$ cat config.mk
export PLATFORM = sky130hd
export DESIGN_NAME = instr_fetch_unit_flat
export DESIGN_NICKNAME = d
export VERILOG_FILES = /design/src/rtl/fetch_pkg.sv /design/src/rtl/instr_fetch_unit_if.sv /design/src/rtl/fetch_fifo.sv /design/src/rtl/instr_fetch_unit.sv /design/src/flat_wrapper.sv
export SDC_FILE = /design/constraint.sdc
export NUM_CORES = 1
export LEC_CHECK = 0
export CORE_MARGIN = 2
export CORE_UTILIZATION = 55
export DETAILED_ROUTE_END_ITERATION = 10
export HOLD_SLACK_MARGIN = 0.06
export PLACE_DENSITY = 0.82
export SLEW_MARGIN = 20
export SYNTH_ARGS = -nofsm -noshare
export SYNTH_HDL_FRONTEND = slang
export SYNTH_HIERARCHICAL = 1
export SYNTH_SLANG_ARGS = --single-unit
$ cat constraint.sdc
create_clock -name clk -period 4.35 [get_ports clk]
set_input_delay 1.305 -clock clk [delete_from_list [all_inputs] [get_ports clk]]
set_output_delay 1.305 -clock clk [all_outputs]
set_load 0.02 [all_outputs]
$ cat src/rtl/fetch_pkg.sv
// Shared types and constants for the instruction fetch stage.
package fetch_pkg;

  localparam int unsigned XLEN = 32;

  localparam logic [XLEN-1:0] INST_NOP         = 32'h0000_0013;
  localparam logic [XLEN-1:0] RESET_PC_DEFAULT = 32'h0000_0000;

  typedef struct packed {
    logic [XLEN-1:0] pc;
    logic [XLEN-1:0] inst;
  } fetch_entry_t;

endpackage

$ cat src/rtl/instr_fetch_unit_if.sv
// Fetch-stage bus: instruction memory port, execute redirect and decoder handshake.
interface instr_fetch_unit_if;
  import fetch_pkg::*;

  logic [XLEN-1:0] imem_addr;
  logic [XLEN-1:0] imem_inst;
  logic            redirect_valid;
  logic [XLEN-1:0] redirect_pc;
  logic            if_valid;
  logic            if_ready;
  logic [XLEN-1:0] if_inst;
  logic [XLEN-1:0] if_pc;

  // Fetch unit side
  modport master (
    output imem_addr, if_valid, if_inst, if_pc,
    input  imem_inst, redirect_valid, redirect_pc, if_ready
  );

  // Memory / execute / decoder side
  modport slave (
    input  imem_addr, if_valid, if_inst, if_pc,
    output imem_inst, redirect_valid, redirect_pc, if_ready
  );

endinterface

$ cat src/rtl/fetch_fifo.sv
// Prefetch FIFO with flush; head reads as all-zero when empty.
module fetch_fifo
  import fetch_pkg::*;
#(
  parameter int unsigned Depth   = 4,
  parameter type         entry_t = fetch_entry_t,
  localparam int unsigned PtrW   = $clog2(Depth),
  localparam int unsigned CntW   = PtrW + 1
) (
  input  logic            clk,
  input  logic            rst_n,
  input  logic            push_i,
  input  logic            pop_i,
  input  logic            flush_i,
  input  entry_t          wdata_i,
  output logic            full_o,
  output logic            empty_o,
  output logic [CntW-1:0] count_o,
  output entry_t          head_o
);

  entry_t            mem_q [Depth];
  logic [PtrW-1:0]   rd_ptr_q, rd_ptr_d;
  logic [PtrW-1:0]   wr_ptr_q, wr_ptr_d;
  logic [CntW-1:0]   count_q,  count_d;

  always_comb begin
    rd_ptr_d = rd_ptr_q;
    wr_ptr_d = wr_ptr_q;
    count_d  = count_q;
    if (flush_i) begin
      rd_ptr_d = '0;
      wr_ptr_d = '0;
      count_d  = '0;
    end else begin
      if (push_i) wr_ptr_d = wr_ptr_q + PtrW'(1);
      if (pop_i)  rd_ptr_d = rd_ptr_q + PtrW'(1);
      if (push_i && !pop_i)      count_d = count_q + CntW'(1);
      else if (!push_i && pop_i) count_d = count_q - CntW'(1);
    end
  end

  always_ff @(posedge clk or negedge rst_n) begin
    if (!rst_n) begin
      rd_ptr_q <= '0;
      wr_ptr_q <= '0;
      count_q  <= '0;
    end else begin
      rd_ptr_q <= rd_ptr_d;
      wr_ptr_q <= wr_ptr_d;
      count_q  <= count_d;
    end
  end

  // Storage needs no reset: the head is masked whenever count is zero.
  always_ff @(posedge clk) begin
    if (push_i && !flush_i) mem_q[wr_ptr_q] <= wdata_i;
  end

  assign full_o  = (count_q == CntW'(Depth));
  assign empty_o = (count_q == '0);
  assign count_o = count_q;
  assign head_o  = empty_o ? entry_t'('0) : mem_q[rd_ptr_q];

endmodule

$ cat src/rtl/instr_fetch_unit.sv
// Fetch stage: PC register, push/redirect arbitration and prefetch FIFO.
// Optional perf_fetched/perf_flushed counters are built when FETCH_PERF_CNT_EN is defined.
module instr_fetch_unit
  import fetch_pkg::*;
#(
  parameter logic [XLEN-1:0] RESET_PC   = RESET_PC_DEFAULT,
  parameter int unsigned     FIFO_DEPTH = 4
) (
  input  logic                clk,
  input  logic                rst_n,
`ifdef FETCH_PERF_CNT_EN
  output logic [31:0]         perf_fetched,
  output logic [31:0]         perf_flushed,
`endif
  instr_fetch_unit_if.master  bus
);

  localparam int unsigned CntW = $clog2(FIFO_DEPTH) + 1;

  logic [XLEN-1:0] pc_q, pc_d;
  logic            push, pop, full, empty;
  logic [CntW-1:0] count;
  fetch_entry_t    head, wdata;

  assign pop   = bus.if_valid & bus.if_ready;
  // A full FIFO can still accept when its head leaves in the same cycle.
  assign push  = !bus.redirect_valid & (!full | pop);
  assign wdata = '{pc: pc_q, inst: bus.imem_inst};

  always_comb begin
    pc_d = pc_q;
    if (bus.redirect_valid) pc_d = {bus.redirect_pc[XLEN-1:2], 2'b00};
    else if (push)          pc_d = pc_q + XLEN'(4);
  end

  always_ff @(posedge clk or negedge rst_n) begin
    if (!rst_n) pc_q <= RESET_PC;
    else        pc_q <= pc_d;
  end

  fetch_fifo #(
    .Depth   (FIFO_DEPTH),
    .entry_t (fetch_entry_t)
  ) u_fifo (
    .clk     (clk),
    .rst_n   (rst_n),
    .push_i  (push),
    .pop_i   (pop),
    .flush_i (bus.redirect_valid),
    .wdata_i (wdata),
    .full_o  (full),
    .empty_o (empty),
    .count_o (count),
    .head_o  (head)
  );

  assign bus.imem_addr = pc_q;
  assign bus.if_valid  = !empty;
  assign bus.if_inst   = head.inst;
  assign bus.if_pc     = head.pc;

`ifdef FETCH_PERF_CNT_EN
  logic [31:0]     fetched_q, fetched_d;
  logic [31:0]     flushed_q, flushed_d;
  logic [32:0]     flushed_sum;
  logic [CntW-1:0] dropped;

  // Entries lost on a redirect exclude the one the decoder takes that cycle.
  assign dropped     = count - CntW'(pop);
  assign flushed_sum = {1'b0, flushed_q} + 33'(dropped);

  always_comb begin
    fetched_d = fetched_q;
    flushed_d = flushed_q;
    if (push && fetched_q != 32'hFFFF_FFFF) fetched_d = fetched_q + 32'd1;
    if (bus.redirect_valid) flushed_d = flushed_sum[32] ? 32'hFFFF_FFFF : flushed_sum[31:0];
  end

  always_ff @(posedge clk or negedge rst_n) begin
    if (!rst_n) begin
      fetched_q <= '0;
      flushed_q <= '0;
    end else begin
      fetched_q <= fetched_d;
      flushed_q <= flushed_d;
    end
  end

  assign perf_fetched = fetched_q;
  assign perf_flushed = flushed_q;
`endif

endmodule

$ cat src/flat_wrapper.sv
// flat-port wrapper written by rule: the top's interface ports become plain ports
module instr_fetch_unit_flat import fetch_pkg::*;
#(
  parameter logic [XLEN-1:0] RESET_PC   = RESET_PC_DEFAULT,
  parameter int unsigned     FIFO_DEPTH = 4
)
  (clk, rst_n, bus_imem_addr, bus_if_valid, bus_if_inst, bus_if_pc, bus_imem_inst, bus_redirect_valid, bus_redirect_pc, bus_if_ready);
  instr_fetch_unit_if bus_i ();
  input  logic clk;
  input  logic rst_n;
  output wire logic [$bits(bus_i.imem_addr)-1:0] bus_imem_addr;
  output wire logic [$bits(bus_i.if_valid)-1:0] bus_if_valid;
  output wire logic [$bits(bus_i.if_inst)-1:0] bus_if_inst;
  output wire logic [$bits(bus_i.if_pc)-1:0] bus_if_pc;
  input wire logic [$bits(bus_i.imem_inst)-1:0] bus_imem_inst;
  input wire logic [$bits(bus_i.redirect_valid)-1:0] bus_redirect_valid;
  input wire logic [$bits(bus_i.redirect_pc)-1:0] bus_redirect_pc;
  input wire logic [$bits(bus_i.if_ready)-1:0] bus_if_ready;
  assign bus_imem_addr = bus_i.imem_addr;
  assign bus_if_valid = bus_i.if_valid;
  assign bus_if_inst = bus_i.if_inst;
  assign bus_if_pc = bus_i.if_pc;
  assign bus_i.imem_inst = bus_imem_inst;
  assign bus_i.redirect_valid = bus_redirect_valid;
  assign bus_i.redirect_pc = bus_redirect_pc;
  assign bus_i.if_ready = bus_if_ready;
  instr_fetch_unit #(.RESET_PC(RESET_PC), .FIFO_DEPTH(FIFO_DEPTH)) u_core (.clk(clk), .rst_n(rst_n), .bus(bus_i));
endmodule
==> flow_summary.toml, run 1 <==
[run_status]
status = "complete, no violations"

[logic_synthesis]
synth-edff-count = 256
synth_cells = 679
yosysUniqueCellTypes = 52
synth_ff_type = "edfxtp_1"
synth_top_cell_area_share = 0.638
synth_common_cells = "edfxtp_1, nor2b_1, mux4_2"
yosys.area.top_type = "edfxtp_1"
synth-seq-cells = 293
synth.most_common_cell = "edfxtp_1"
syn_area_um2 = 12100
ys_seq_area_frac = 0.714
synthArstFlopShare = 0.126
ys_top_cells_by_area = "edfxtp_1, mux4_2, dfrtp_1"
yosysWarningCount = 6
avgSynthCellArea_um2 = 17.8

[timing]
setup_tns_ns = 0
fmax_mhz = 247
worst_slew_pin_slew_ns = 0.919
rsz0062_at_grt = "false"
final_hold_viol_count = 0
holdWs_ns = 0.599
maxSlewViolCount = 0
setup_viol = 0
period_share = 0.929
finClkSkew_ns = 0.0127
worst_slack_ns = 0.309
finalCriticalPeriod_ns = 4.04
maxSlewHeadroom = 0.386

[die]
std_cell_rows = 54
die_x_um = 152
dieArea_um2 = 23100
start_util = 0.556
io_pins = 165
coreArea_um2 = 21700
die_h_um = 152

[clock_network]
cts_max_level = 1
ctsHoldBuffers = 0
cts_setup_buffers = 0
cts_tree = "built"
cts.clk_slew.worst_paths_ns = 0.06
cts-root-buf = "clkbuf_16"
cts_buffer_depth = 3
ctsResizeCount = 0
cts_buffers = 29
cts_sinks = 293
clock_latency_ns = 0.54

[critical_path]
crit_required_ns = 3.04
crit_chain = "buf_4 -> mux4_2 -> nor2b_1 -> clkdlybuf4s50_1"
critPathLaunchType = "register"
slowest_delay_ns = 0.62
worst-path-max-fanout = 14
worst-path-buf-inv = 2
critical_path.slowest_cell = "dfrtp_4"
crit_path_end_kind = "output port"
critical_path.top_delay_family = "buffers and inverters"
crit_type = "register to output port"
crit_arrival_ns = 2.74
reg2regPathDepth = 11
worst-path-stages = 4

[route]
post_drt_wl_per_cell_um = 22.0
avgViaCountPerCell = 5.97
firstDrtPassIters = 5
drcViolationCount = 0
ant_nets = 0
wirelength_mm = 25.7
drt-initial-drc-count = 548
vias = 6971

[final_layout]
antenna-diode-count = 0
area_delta_synth_final_pct = 25.7
nFillCells = 1406
drive_gt1_frac = 0.168
nets = 939

[pwr]
p_per_area_nw_per_um2 = 609
p_total_mw = 9.24
leakagePower_nw = 4.97
ir_drop_v = 0.000356

[global_routing]
grt_overflow = 0
grt_first_pass_wirelength_mm = 40.3
grt_pass1_vias = 7092
grt_start_max_net_pins = 43
grt_usage = 0.222
antenna_found_initial = 0

[placement]
place_congestion = 0.825
numPortBuffers = 160
hpwlAfterDp_mm = 16.0
dp_slack_ns = 0.727

[run]
cap_violations = 0

[worst_hold_path]
hp-class = "register to register"
holdPathStages = 2
-- cells in the final DEF, fill, tap and decap left out, types with 14 or more instances in the layout --
master           count
edfxtp_1           256
clkdlybuf4s50_1    159
nor2b_1             69
mux4_2              64
dfrtp_1             35
clkbuf_16           29
nand2_1             22
nor2_1              20
o21ai_0             16
nand3_1             14
a31oi_1             14
-- cell type report --
cell class	instances	area, µm²	share of cell area
clock buffers	36	802	0.0529
multi-input cells	346	3240	0.214
clock inverters	17	183	0.0121
flip-flops and latches	293	8620	0.569
well taps	280	350	0.0231
repair buffers	183	1920	0.127
inverters	12	45.0	0.00297
-- path summary, 6_finish.rpt --
check	to	start	slack, ns
max in group asynchronous	u_core/u_fifo/rd_ptr_q[0]	rst_n	2.80
worst min register to register	u_core/u_fifo/count_o[0]	u_core/u_fifo/count_o[0]	0.60
min in group asynchronous	u_core/bus.imem_addr[2]	rst_n	0.89
worst max-delay path	bus_if_pc[18]	u_core/u_fifo/rd_ptr_q[0]	0.31
worst min-delay path	u_core/u_fifo/count_o[0]	u_core/u_fifo/count_o[0]	0.60
worst max register to register	u_core/u_fifo/count_o[2]	u_core/u_fifo/count_o[1]	1.66
-- sequential cells by signal, summed over array words and instances, names as in the netlist --
register and count:
u_core/u_fifo/count_o 3, u_core/u_fifo/wr_ptr_q 2, u_core/u_fifo/mem_q 256, u_core/u_fifo/rd_ptr_q 2
u_core/bus.imem_addr 30
-- metrics by stage --
step           instance area (µm²)  cells   util
2_1_floorplan                12100    688      -
3_3_place_gp                 14200   1114  0.654
3_5_place_dp                 14200   1114  0.654
4_1_cts                      15200   1167  0.699
5_1_grt                      15200   1167  0.699
6_report                     15200   1167  0.699
-- power breakdown --
part	total, mW	internal, mW	switching [mW]
Sequential	3.52	3.30	0.220
Combinational	3.18	1.56	1.62
Clock	2.53	1.53	0.994
-- cells by family after synthesis --
| logic type | count (synthesis) | share of synthesized area |
|---|---|---|
| buffers and inverters | 49 | 0.0209 |
| XOR/XNOR | 14 | 0.0102 |
| flip-flops | 293 | 0.714 |
| AND/OR/NAND/NOR | 184 | 0.0883 |
| other | 1 | 0.000311 |
| AO/OA/AOI/OAI | 65 | 0.0368 |
| adder cells (fa/ha/maj) | 6 | 0.00685 |
| multiplexers | 67 | 0.122 |
-- metal layers --
layer	track usage	part of all wire	vias to the layer above
li1	-	-	3073
met1	0.325	0.42	3520
met2	0.362	0.49	336
met3	0.0348	0.076	42
met4	0.0498	0.015	0
met5	0	0	-
-- worst register-to-register path, cell delays in order (launching register included) --
cell	delay, ns
dfrtp_1	0.40
nor3_2	0.28
buf_4	0.24
nand2b_1	0.13
buf_4	0.18
a21oi_1	0.11
buf_4	0.20
nor2b_1	0.14
fa_1	0.39
and3b_1	0.21
o21ai_0	0.15
nor3b_1	0.18
Power figures use the tool's default switching activity.
==> run 2: changes to the inputs <==
CORE_MARGIN = 4   (was 2)
==> flow_summary.toml, run 2 (synthesized netlist as in run 1, its figures left out) <==
[pwr]
combPwrFrac = 0.354
power_switching_share = 0.314
p_switching_mw = 2.82
leakagePower_nw = 4.86
pwr-share-clk = 0.255
power.internal_mw = 6.16
p_per_area_nw_per_um2 = 601
seqPwrFrac = 0.391
ir_drop_v = 0.000388

[timing]
final_hold_viol_count = 0
finalCriticalPeriod_ns = 4.11
setup_viol = 0
setup_tns_ns = 0
maxSlewHeadroom = 0.393
rsz0062_at_grt = "false"
maxSlewViolCount = 0
fmax_mhz = 243
finClkSkew_ns = 0.0127
period_share = 0.945
worst_slew_pin_slew_ns = 0.910
worst_slack_ns = 0.241

[final_layout]
antenna-diode-count = 0
multi_input_area_um2 = 3240
regArea_um2 = 8620
area_delta_synth_final_pct = 23.9
largest_register_ffs = 256
regMostFlops = "u_core/u_fifo/mem_q"
nets = 933
finalNonFillerCells = 1155
layout_commonest_cell = "edfxtp_1"
drive_gt1_frac = 0.150
final_cell_mix = "edfxtp_1, clkdlybuf4s50_1, nor2b_1, mux4_2, dfrtp_1"
nFillCells = 1344

[route]
post_drt_wl_per_cell_um = 22.8
avgViaCountPerCell = 6.08
ant_nets = 0
drcViolationCount = 0
wirelength_mm = 26.3
drt-initial-drc-count = 581
firstDrtPassIters = 6
vias = 7021

[clock_network]
cts-root-buf = "clkbuf_16"
clock_latency_ns = 0.53
cts_buffers = 29
ctsResizeCount = 0
cts_sinks = 293
cts_tree = "built"
cts.clk_slew.worst_paths_ns = 0.06
cts_buffer_depth = 3
cts_setup_buffers = 0
cts_max_level = 1
ctsHoldBuffers = 0

[critical_path]
worst-path-max-fanout = 16
crit_type = "register to output port"
critPathLaunchType = "register"
crit_arrival_ns = 2.80
rrSetupSlack_ns = 1.63
crit_required_ns = 3.04
crit_path_end_kind = "output port"

[die]
coreArea_um2 = 21300
die_h_um = 156
start_util = 0.566
std_cell_rows = 53
dieArea_um2 = 24400
die_x_um = 156
io_pins = 165

[placement]
numPortBuffers = 160
dp_slack_ns = 0.756
place_congestion = 0.889
hpwlAfterDp_mm = 16.1
dp.cells = 1103

[run]
cap_violations = 0

[global_routing]
grt_usage = 0.218
grt_overflow = 0
grt_pass1_vias = 7394
grt_start_max_net_pins = 56
grt_first_pass_wirelength_mm = 41.5
antenna_found_initial = 0

[run_status]
status = "complete, no violations"

[worst_hold_path]
hp-class = "register to register"
run 2: cell type report:
class | instances | share of cell area
Clock buffer | 35 | 0.0501
Timing Repair Buffer | 177 | 0.121
Inverter | 12 | 0.00302
Clock inverter | 17 | 0.00838
Multi-Input combinational cell | 346 | 0.217
Sequential cell | 293 | 0.577
Tap cell | 275 | 0.0230
run 2: final timing paths:
kind	from	to	cells after the start
setup / recovery	u_core/u_fifo/rd_ptr_q[0]	bus_if_pc[3]	4
hold / removal	u_core/u_fifo/wr_ptr_q[1]	u_core/u_fifo/wr_ptr_q[1]	2
setup reg to reg	u_core/u_fifo/count_o[1]	u_core/u_fifo/count_o[2]	10
hold reg to reg	u_core/u_fifo/wr_ptr_q[1]	u_core/u_fifo/wr_ptr_q[1]	2
max in group asynchronous	rst_n	u_core/u_fifo/rd_ptr_q[0]	1
min in group asynchronous	rst_n	u_core/bus.imem_addr[16]	1
run 2: power by group through the flow:
| stage | Sequential, mW | Clock [mW] | Combinational [mW] |
|---|---|---|---|
| 3_3_place_gp | 3.54 | 0 | 3.14 |
| 4_1_cts | 3.51 | 2.35 | 3.23 |
| 6_report | 3.51 | 2.29 | 3.18 |
| 2_1_floorplan | 3.51 | 0 | 1.86 |
| 3_5_place_dp | 3.57 | 0 | 3.19 |
| 5_1_grt | 3.54 | 2.47 | 3.38 |
run 2: routing by layer:
metal / vias to the layer above / routed length [µm] / track usage
met2: 382 / 13300 / 0.370
met5: - / 0 / 0
met3: 58 / 2350 / 0.0422
met1: 3532 / 10200 / 0.300
li1: 3049 / - / -
met4: 0 / 484 / 0.0459
run 2: through the flow:
step                cell area (µm²)  total power, mW  utilization  hold WS (ns)
floorplan                     12100             5.37            -         0.532
global placement              14100             6.68        0.660         0.554
detailed placement            14100             6.76        0.660         0.588
CTS                           14900             9.09        0.701         0.601
global route                  14900             9.39        0.701         0.642
finish                        14900             8.98        0.701         0.607
run 2: worst max-delay path: stages, from the launching register on:
cell             delay, ns
dfrtp_4               0.65
buf_4                 0.35
mux4_2                0.54
nor2b_1               0.16
clkdlybuf4s50_1       0.56
